`config.mk`:
```
export PLATFORM = sky130hd
export DESIGN_NAME = seq_pattern_tx
export DESIGN_NICKNAME = d
export VERILOG_FILES = /design/src/rtl/seq_pkg.sv /design/src/rtl/seq_down_counter.sv /design/src/rtl/seq_pattern_tx.sv
export SDC_FILE = /design/constraint.sdc
export NUM_CORES = 1
export LEC_CHECK = 0
export BUFFER_PORTS_ARGS = -buffer_cell sky130_fd_sc_hd__buf_4
export CAP_MARGIN = 10
export CELL_PAD_IN_SITES_DETAIL_PLACEMENT = 2
export CELL_PAD_IN_SITES_GLOBAL_PLACEMENT = 2
export CORE_UTILIZATION = 31
export DETAILED_ROUTE_END_ITERATION = 10
export PLACE_DENSITY_LB_ADDON = 0.1
export SLEW_MARGIN = 10
export SYNTH_ARGS = -nofsm -noshare
export SYNTH_HDL_FRONTEND = slang
export SYNTH_SLANG_ARGS = --single-unit
```
`constraint.sdc`:
```
create_clock -name clk -period 2.4 [get_ports clk]
set_clock_uncertainty 0.2 [all_clocks]
set_input_delay 0.12 -clock clk [delete_from_list [all_inputs] [get_ports clk]]
set_output_delay 0.12 -clock clk [all_outputs]
set_load 0.03 [all_outputs]
```
`src/rtl/seq_pkg.sv`:
```
// Shared types and constants for the serial pattern transmitter and the
// sequence-detector benches that consume its output.
package seq_pkg;

    typedef enum logic [1:0] {
        IDLE = 2'd0,
        SEND = 2'd1,
        GAPW = 2'd2,
        FIN  = 2'd3
    } seq_state_e;

    localparam int SEQ_W  = 8;
    localparam int SEQ_CW = 4;

    // Reference pattern the 101 detector benches look for.
    localparam logic [2:0] SEQ_101 = 3'b101;

    typedef struct packed {
        logic out;
        logic valid;
        logic frame;
        logic busy;
        logic done;
    } seq_flags_t;

endpackage

```
`src/rtl/seq_down_counter.sv`:
```
// Loadable down-counter with a zero flag; it saturates at zero rather than wrapping.
module seq_down_counter #(
    parameter int WIDTH = 4
) (
    input  logic             clk,
    input  logic             rst,
    input  logic             load_i,
    input  logic [WIDTH-1:0] load_val_i,
    input  logic             dec_i,
    output logic [WIDTH-1:0] cnt_next_o,
    output logic             zero_o
);

    logic [WIDTH-1:0] cnt_q;
    logic [WIDTH-1:0] cnt_d;

    always_comb begin
        cnt_d = cnt_q;
        if (load_i) begin
            cnt_d = load_val_i;
        end else if (dec_i && (cnt_q != '0)) begin
            cnt_d = cnt_q - WIDTH'(1);
        end
    end

    always_ff @(posedge clk) begin
        if (rst) begin
            cnt_q <= '0;
        end else begin
            cnt_q <= cnt_d;
        end
    end

    // The next value lets the owner register outputs that depend on the count.
    assign cnt_next_o = cnt_d;
    assign zero_o     = (cnt_q == '0);

endmodule

```
`src/rtl/seq_pattern_tx.sv`:
```
// Serial pattern transmitter: latches a pattern on start and sends its lower
// plen bits MSB-first, reps+1 times, with GAP idle cycles between repetitions.
module seq_pattern_tx
    import seq_pkg::*;
#(
    parameter int W   = SEQ_W,
    parameter int CW  = SEQ_CW,
    parameter int GAP = 1,
    parameter int LW  = $clog2(W + 1)
) (
    input  logic          clk,
    input  logic          rst,
    input  logic          start,
    input  logic [W-1:0]  pattern,
    input  logic [LW-1:0] plen,
    input  logic [CW-1:0] reps,
    output logic          out,
    output logic          valid,
    output logic          frame,
    output logic          busy,
    output logic          done
);

    localparam int GW = (GAP > 1) ? $clog2(GAP) : 1;
    localparam logic [GW-1:0] GAP_LOAD = (GAP > 0) ? GW'(GAP - 1) : '0;
    localparam logic [LW-1:0] W_LEN = LW'(W);

    seq_state_e    state_q, state_d;
    logic [W-1:0]  pat_q, pat_d;
    logic [LW-1:0] len_q, len_d;
    logic [CW-1:0] rep_q, rep_d;
    seq_flags_t    flags_q, flags_d;

    logic [LW-1:0] plen_clamped;
    logic          idx_load, idx_dec, idx_zero;
    logic [LW-1:0] idx_load_val, idx_next;
    logic          gap_load, gap_dec, gap_zero;
    logic [GW-1:0] gap_cnt_unused;
    logic [W-1:0]  pat_shifted;

    assign plen_clamped = ((plen == '0) || (plen > W_LEN)) ? W_LEN : plen;

    seq_down_counter #(.WIDTH(LW)) u_idx (
        .clk        (clk),
        .rst        (rst),
        .load_i     (idx_load),
        .load_val_i (idx_load_val),
        .dec_i      (idx_dec),
        .cnt_next_o (idx_next),
        .zero_o     (idx_zero)
    );

    seq_down_counter #(.WIDTH(GW)) u_gap (
        .clk        (clk),
        .rst        (rst),
        .load_i     (gap_load),
        .load_val_i (GAP_LOAD),
        .dec_i      (gap_dec),
        .cnt_next_o (gap_cnt_unused),
        .zero_o     (gap_zero)
    );

    always_comb begin
        state_d      = state_q;
        pat_d        = pat_q;
        len_d        = len_q;
        rep_d        = rep_q;
        idx_load     = 1'b0;
        idx_load_val = len_q - LW'(1);
        idx_dec      = 1'b0;
        gap_load     = 1'b0;
        gap_dec      = 1'b0;

        case (state_q)
            IDLE, FIN: begin
                if (start) begin
                    pat_d        = pattern;
                    len_d        = plen_clamped;
                    rep_d        = reps;
                    idx_load     = 1'b1;
                    idx_load_val = plen_clamped - LW'(1);
                    state_d      = SEND;
                end else begin
                    state_d = IDLE;
                end
            end
            SEND: begin
                if (!idx_zero) begin
                    idx_dec = 1'b1;
                end else if (rep_q != '0) begin
                    rep_d    = rep_q - CW'(1);
                    idx_load = 1'b1;
                    if (GAP > 0) begin
                        gap_load = 1'b1;
                        state_d  = GAPW;
                    end
                end else begin
                    state_d = FIN;
                end
            end
            GAPW: begin
                if (gap_zero) begin
                    state_d = SEND;
                end else begin
                    gap_dec = 1'b1;
                end
            end
            default: state_d = IDLE;
        endcase
    end

    // Outputs are derived from the next state so they appear as registers.
    always_comb begin
        pat_shifted = pat_d >> idx_next;
        flags_d     = '0;
        case (state_d)
            SEND: begin
                flags_d.out   = pat_shifted[0];
                flags_d.valid = 1'b1;
                flags_d.frame = (idx_next == (len_d - LW'(1)));
                flags_d.busy  = 1'b1;
            end
            GAPW:    flags_d.busy = 1'b1;
            FIN:     flags_d.done = 1'b1;
            default: flags_d      = '0;
        endcase
    end

    always_ff @(posedge clk) begin
        if (rst) begin
            state_q <= IDLE;
            pat_q   <= '0;
            len_q   <= '0;
            rep_q   <= '0;
            flags_q <= '0;
        end else begin
            state_q <= state_d;
            pat_q   <= pat_d;
            len_q   <= len_d;
            rep_q   <= rep_d;
            flags_q <= flags_d;
        end
    end

    assign out   = flags_q.out;
    assign valid = flags_q.valid;
    assign frame = flags_q.frame;
    assign busy  = flags_q.busy;
    assign done  = flags_q.done;

endmodule

```
## Word-level counts from Yosys, hierarchy flattened

Index checks and enable logic that the tools add are counted.

- Add/subtract/negate cells: 6
- Magnitude comparators: 1
- Eq/ne operators: 10
- Shift-type cells: 1
- Multiplexer cells: 30
- Bitwise logic cells: 1
- Reduce and logical (&&, ||, !) cells: 14

Operators with widths:

| kind | count |
|---|---|
| 4-bit two-way mux | 10 |
| 4-bit by 1-bit subtractor with 4-bit output, second input constant | 5 |
| 8-bit two-way mux | 2 |
| 1-bit two-way mux | 12 |
| 2-bit equality test, second input constant | 4 |
| 4-bit zero test | 2 |
| 4-bit one-hot mux with 2 select lines | 1 |
| 4-bit nonzero test | 2 |
| 2-bit OR reduction | 4 |
| 8-bit by 4-bit right shift with 1-bit output | 1 |
| 2-bit two-way mux | 3 |
| 2-bit inequality test, second input constant | 3 |
| 2-bit one-hot mux with 3 select lines | 1 |
| 2-bit by 1-bit equality test with 1-bit output, second input constant | 2 |
| 4-bit equality test | 1 |
| 4-bit greater-than comparator, second input constant | 1 |
| 4-bit AND reduction | 1 |
| 1-bit logical AND | 2 |
| 2-bit zero test | 1 |
| 1-bit one-hot mux with 2 select lines | 1 |
| 2-bit nonzero test | 1 |
| 1-bit logical OR | 1 |
| 1-bit NOT | 1 |
| 1-bit subtractor, second input constant | 1 |

- Bits in registers: 28
- Input port bits: 19
- Output and inout port bits: 5
- Logic and storage cells: 74

## Longest topological paths before layout

- Depth in word-level cells: 9
- Depth in mapped cells: 10
- Mapped depth without buffers: 10

## Cells and area by module

A second synthesis with hierarchy kept.

- Cells, all modules: 206
- Area, all modules: 1730.4 sq um

By module, submodules not included:

| module | times used | cells each | area each (sq um) | seq. area each (sq um) |
|---|---|---|---|---|
| seq_pattern_tx | 1 | 166 | 1410.1 | 460.4 |
| seq_down_counter at u_idx | 1 | 33 | 269.0 | 80.1 |
| seq_down_counter at u_gap | 1 | 7 | 51.3 | 20.0 |

## Worst setup path before layout

OpenSTA, ideal clock, no wires.

- Path kind: register -> register
- Start point: register state_q[0]
- End point: register flags_q (netlist bit out)
- Library setup time: 0.074 ns
- Data arrival time: 2.313 ns
- Data required time: 2.126 ns
- Slack: -0.187 ns
- Cell stages (with the launch flop): 10
- Path buffers: 1
- Period minus slack after synthesis: 2.587 ns
- Cell sequence: dfxtp_1 -> inv_1 -> ha_1 -> and2_4 -> buf_6 -> mux2_4 -> o32a_4 -> a21o_1 -> a311o_1 -> a31oi_1

- Word-level cells in the longest chain between the ends: 6
- Elaborated cells between the ends (all ways): 19
- Classes of those cells: eq/ne: 4; shift: 1; mux: 9; bitwise: 1; reduce/logical: 4

Ends and longest elaborated chain:

| what | RTL line | text |
|---|---|---|
| start: declaration | seq_pattern_tx.sv:28 | `seq_state_e state_q, state_d;` |
| start signal: assignment | seq_pattern_tx.sv:137 | `state_q <= state_d;` |
| 2-bit by 1-bit equality test with 1-bit output (tied with other cells) | seq_pattern_tx.sv:74 | `case (state_q)` |
| 1-bit two-way mux or 2-bit OR reduction (tied branches) | seq_pattern_tx.sv:74 |  |
| 1-bit logical AND or 2-bit one-hot mux with 3 select lines (tied branches) | seq_down_counter.sv:21, seq_pattern_tx.sv:74 |  |
| 4-bit two-way mux or 2-bit by 1-bit equality test with 1-bit output (tied branches) | seq_down_counter.sv:21, seq_pattern_tx.sv:116 |  |
| 4-bit two-way mux or 1-bit NOT (tied branches) | n/a |  |
| 8-bit by 4-bit right shift with 1-bit output or 2-bit OR reduction (tied branches) | n/a |  |
| end signal: assignment | seq_pattern_tx.sv:141 | `flags_q <= flags_d;` |
| end: declaration | seq_pattern_tx.sv:32 | `seq_flags_t flags_q, flags_d;` |

Several ways; a longest one is shown, not always the timed one.
A chain may end at the register's enable or synchronous reset.

## Worst setup path after layout

Same ends and word-level chain as after synthesis.

==> out/summary.txt <==
synth warn = 0
Worst VDD drop = 0.314 mV
Worst-Skew Late Latency = 0.28 ns
Area after DPL = 2110 µm²
top cell type's share of synthesized area = 32.9%
Mean Syn Cell Area = 8.69 µm²
post-synthesis adder-cell area fraction = 7.34%
Core Region = 5200 µm²
setup violators final = 1
Yosys top cell by area = dfxtp_1
most common cell in the synthesized netlist = dfxtp_1
post-synthesis simple-gate area fraction = 24.9%
GP Congestion = 0.878
outcome = complete, but fails checks
synthesis-stage register bit count = 28
max-slew violations = 0
crit-path most repeated cell = buf_4
synth top area cells = dfxtp_1 (33%), ha_1 (7.3%), nand2_1 (5.3%)
number of library cell types mapped by synthesis = 52
IO Port Bufs = 23
first-pass GRT wire length = 9.65 mm
CTS Buf Count = 3
router iterations before antenna repair = 4
Pleak = 0.979 nW
H-tree level count = 1
failing checks = hold timing, setup timing
die area = 5800 µm²
row count = 26
largest buffer count on any clock path = 2
share of layout cells above drive strength 1 = 35.8%
die width = 76.1 µm
DRC viols = 0
Main synth FF type = dfxtp_1
Final period util = 103%
DP HPWL = 3.95 mm
Final TNS setup = -0.0662 ns
largest fanout on the critical path = 5
number of synthesized flops with an enable pin = 0
area of the mapped netlist = 1700 µm²
io pins = 24
Synth Area in XOR/XNOR = 4.11%
max_cap viols = 0
Hold Worst Slack = -0.00926 ns
CP Capture Type = flop
Vias = 1692
Slew Limit Headroom = 73.8%
NumNets Final = 287
root buffer cell = clkbuf_8
ANT nets after route = 0
total gr overflow = 0
vias in the first global route = 1924
Syn Inst Count = 196
post-synthesis mux area share = 7.42%
Top Metal Used = met4
met2 wire len = 3.21 mm
# clock sinks = 28
share of synthesized flip-flops with an asynchronous set or reset = 0%
Area Overhead vs Synth = 43.0%
Hold Violations, Final = 1
final WL = 5.85 mm
final worst setup slack = -0.0662 ns
die height = 76.1 µm
Worst Path Arrival = 2.47 ns
vias per cell = 5.17
Largest stage delay, worst path = 0.37 ns
Final Cell Area = 2440 µm²
kind of critical path = flop to flop
CTS tree = built
data required time of the critical path = 2.41 ns
Worst Hold Class = input pin to flop
Synth Area in Compound Gates = 18.4%
sequential share of the synthesized area = 32.9%
Total GRT Usage = 21.3%
largest family of logic cells by synthesized area = simple AND/OR/NAND/NOR gates
cell area power density = 667 nW/µm²
Antenna Cells = 0
Post-synth top cells = dfxtp_1 (28), nand2_1 (24), a21oi_1 (16), nor2_1 (16)
antenna violations before repair = 0
Reg clk slew, reported paths = 0.10 ns
post-synth net total = 225
CP startpoint kind = flop
largest net degree at the start of global routing = 27
highest-delay cell along the critical path = a311o_1
wire per inst = 17.9 µm
fmax = 0.405 GHz
Slew @ Worst Pin = 0.390 ns
met3 wire length = 110 µm
initial DRC count = 42
Tmin final = 2.47 ns
Initial Util = 32.7%
met1 WL = 2.36 mm
RSZ-0062 raised after global routing = yes
CP Cell Sequence = buf_4, ha_4, buf_6, or3b_1, o22ai_2, o32a_4, buf_4, nand3_1, a311o_1, a31oi_1
==> sequential cells by signal, indices dropped and copies added, names as in the netlist <==
signal / count
u_idx.cnt_q: 4
pat_q: 8
u_gap.cnt_q: 1
done: 1
len_q: 4
out: 1
valid: 1
frame: 1
state_q: 2
rep_q: 4
busy: 1
==> area by class of cell <==
cell class	instances	area, µm²
sequential	28	566
fill	583	2770
inverter	10	40.0
timing repair buffer	65	520
clock buffer	4	55.1
multi-input combinational	150	1170
tap	70	87.6
==> path summary, 6_finish.rpt <==
path	to	slack [ns]	startpoint	cells past startpoint
worst max register to register	out$_SDFF_PP0_	-0.07	state_q[0]$_SDFF_PP0_	10
worst min-delay path	busy$_SDFF_PP0_	-0.009	rst	2
worst max-delay path	out$_SDFF_PP0_	-0.07	state_q[0]$_SDFF_PP0_	10
worst min register to register	pat_q[0]$_SDFF_PP0_	0.28	pat_q[0]$_SDFF_PP0_	2
==> metal layers <==
metal / vias to the layer above / global-route usage, %
met2: 27 / 40.7
met4: 0 / 8.46
li1: 813 / -
met5: - / 0
met3: 12 / 2.63
met1: 840 / 23.6
==> per-stage QoR <==
stage	setup slack (ns)	power [mW]	util, %	instances
6_report	-0.0662	1.63	46.8	327
2_1_floorplan	-0.0317	0.957	-	196
3_5_place_dp	-0.202	1.19	40.5	304
3_3_place_gp	-0.0201	1.16	40.5	304
5_1_grt	-0.154	1.73	46.8	327
4_1_cts	-0.0450	1.59	46.0	326
==> worst max-delay path: cells and delay by family (launching register included) <==
family,cells,cell delay [ns]
AO/OA/AOI/OAI,4,0.88
AND/OR/NAND/NOR,2,0.45
flip-flops,1,0.36
buffers and inverters,3,0.36
adder cells (fa/ha/maj),1,0.14
==> placed cells by master, fill, tap and decap left out, drive strengths merged, types with 4 or more instances in the layout <==
cell type,instances
dlygate4sd3,10
clkbuf,4
o21ai,6
nor3,6
nor2b,9
mux2i,4
nand2b,4
inv,10
nor2,16
dfxtp,28
nand2,24
a21oi,16
ha,10
buf,55
xnor2,5
==> repair_timing <==
item	CTS	global route
gates resized for setup	17	10
setup buffers	8	1
pin swaps	9	4
hold buffers	10	0
endpoints found under the setup margin	6	5
hold endpoints to repair	9	0
==> report_power, final <==
part           internal, mW  switching [mW]
sequential            0.513          0.0420
combinational         0.384           0.379
clock                 0.147           0.159
total                  1.05           0.580
==> cells by family after synthesis <==
logic type               count (synthesis)
buffers and inverters                   18
XOR/XNOR                                 8
flip-flops                              28
adder cells (fa/ha/maj)                 10
AO/OA/AOI/OAI                           43
AND/OR/NAND/NOR                         80
multiplexers                             9
(Power assumes the default switching activity.)
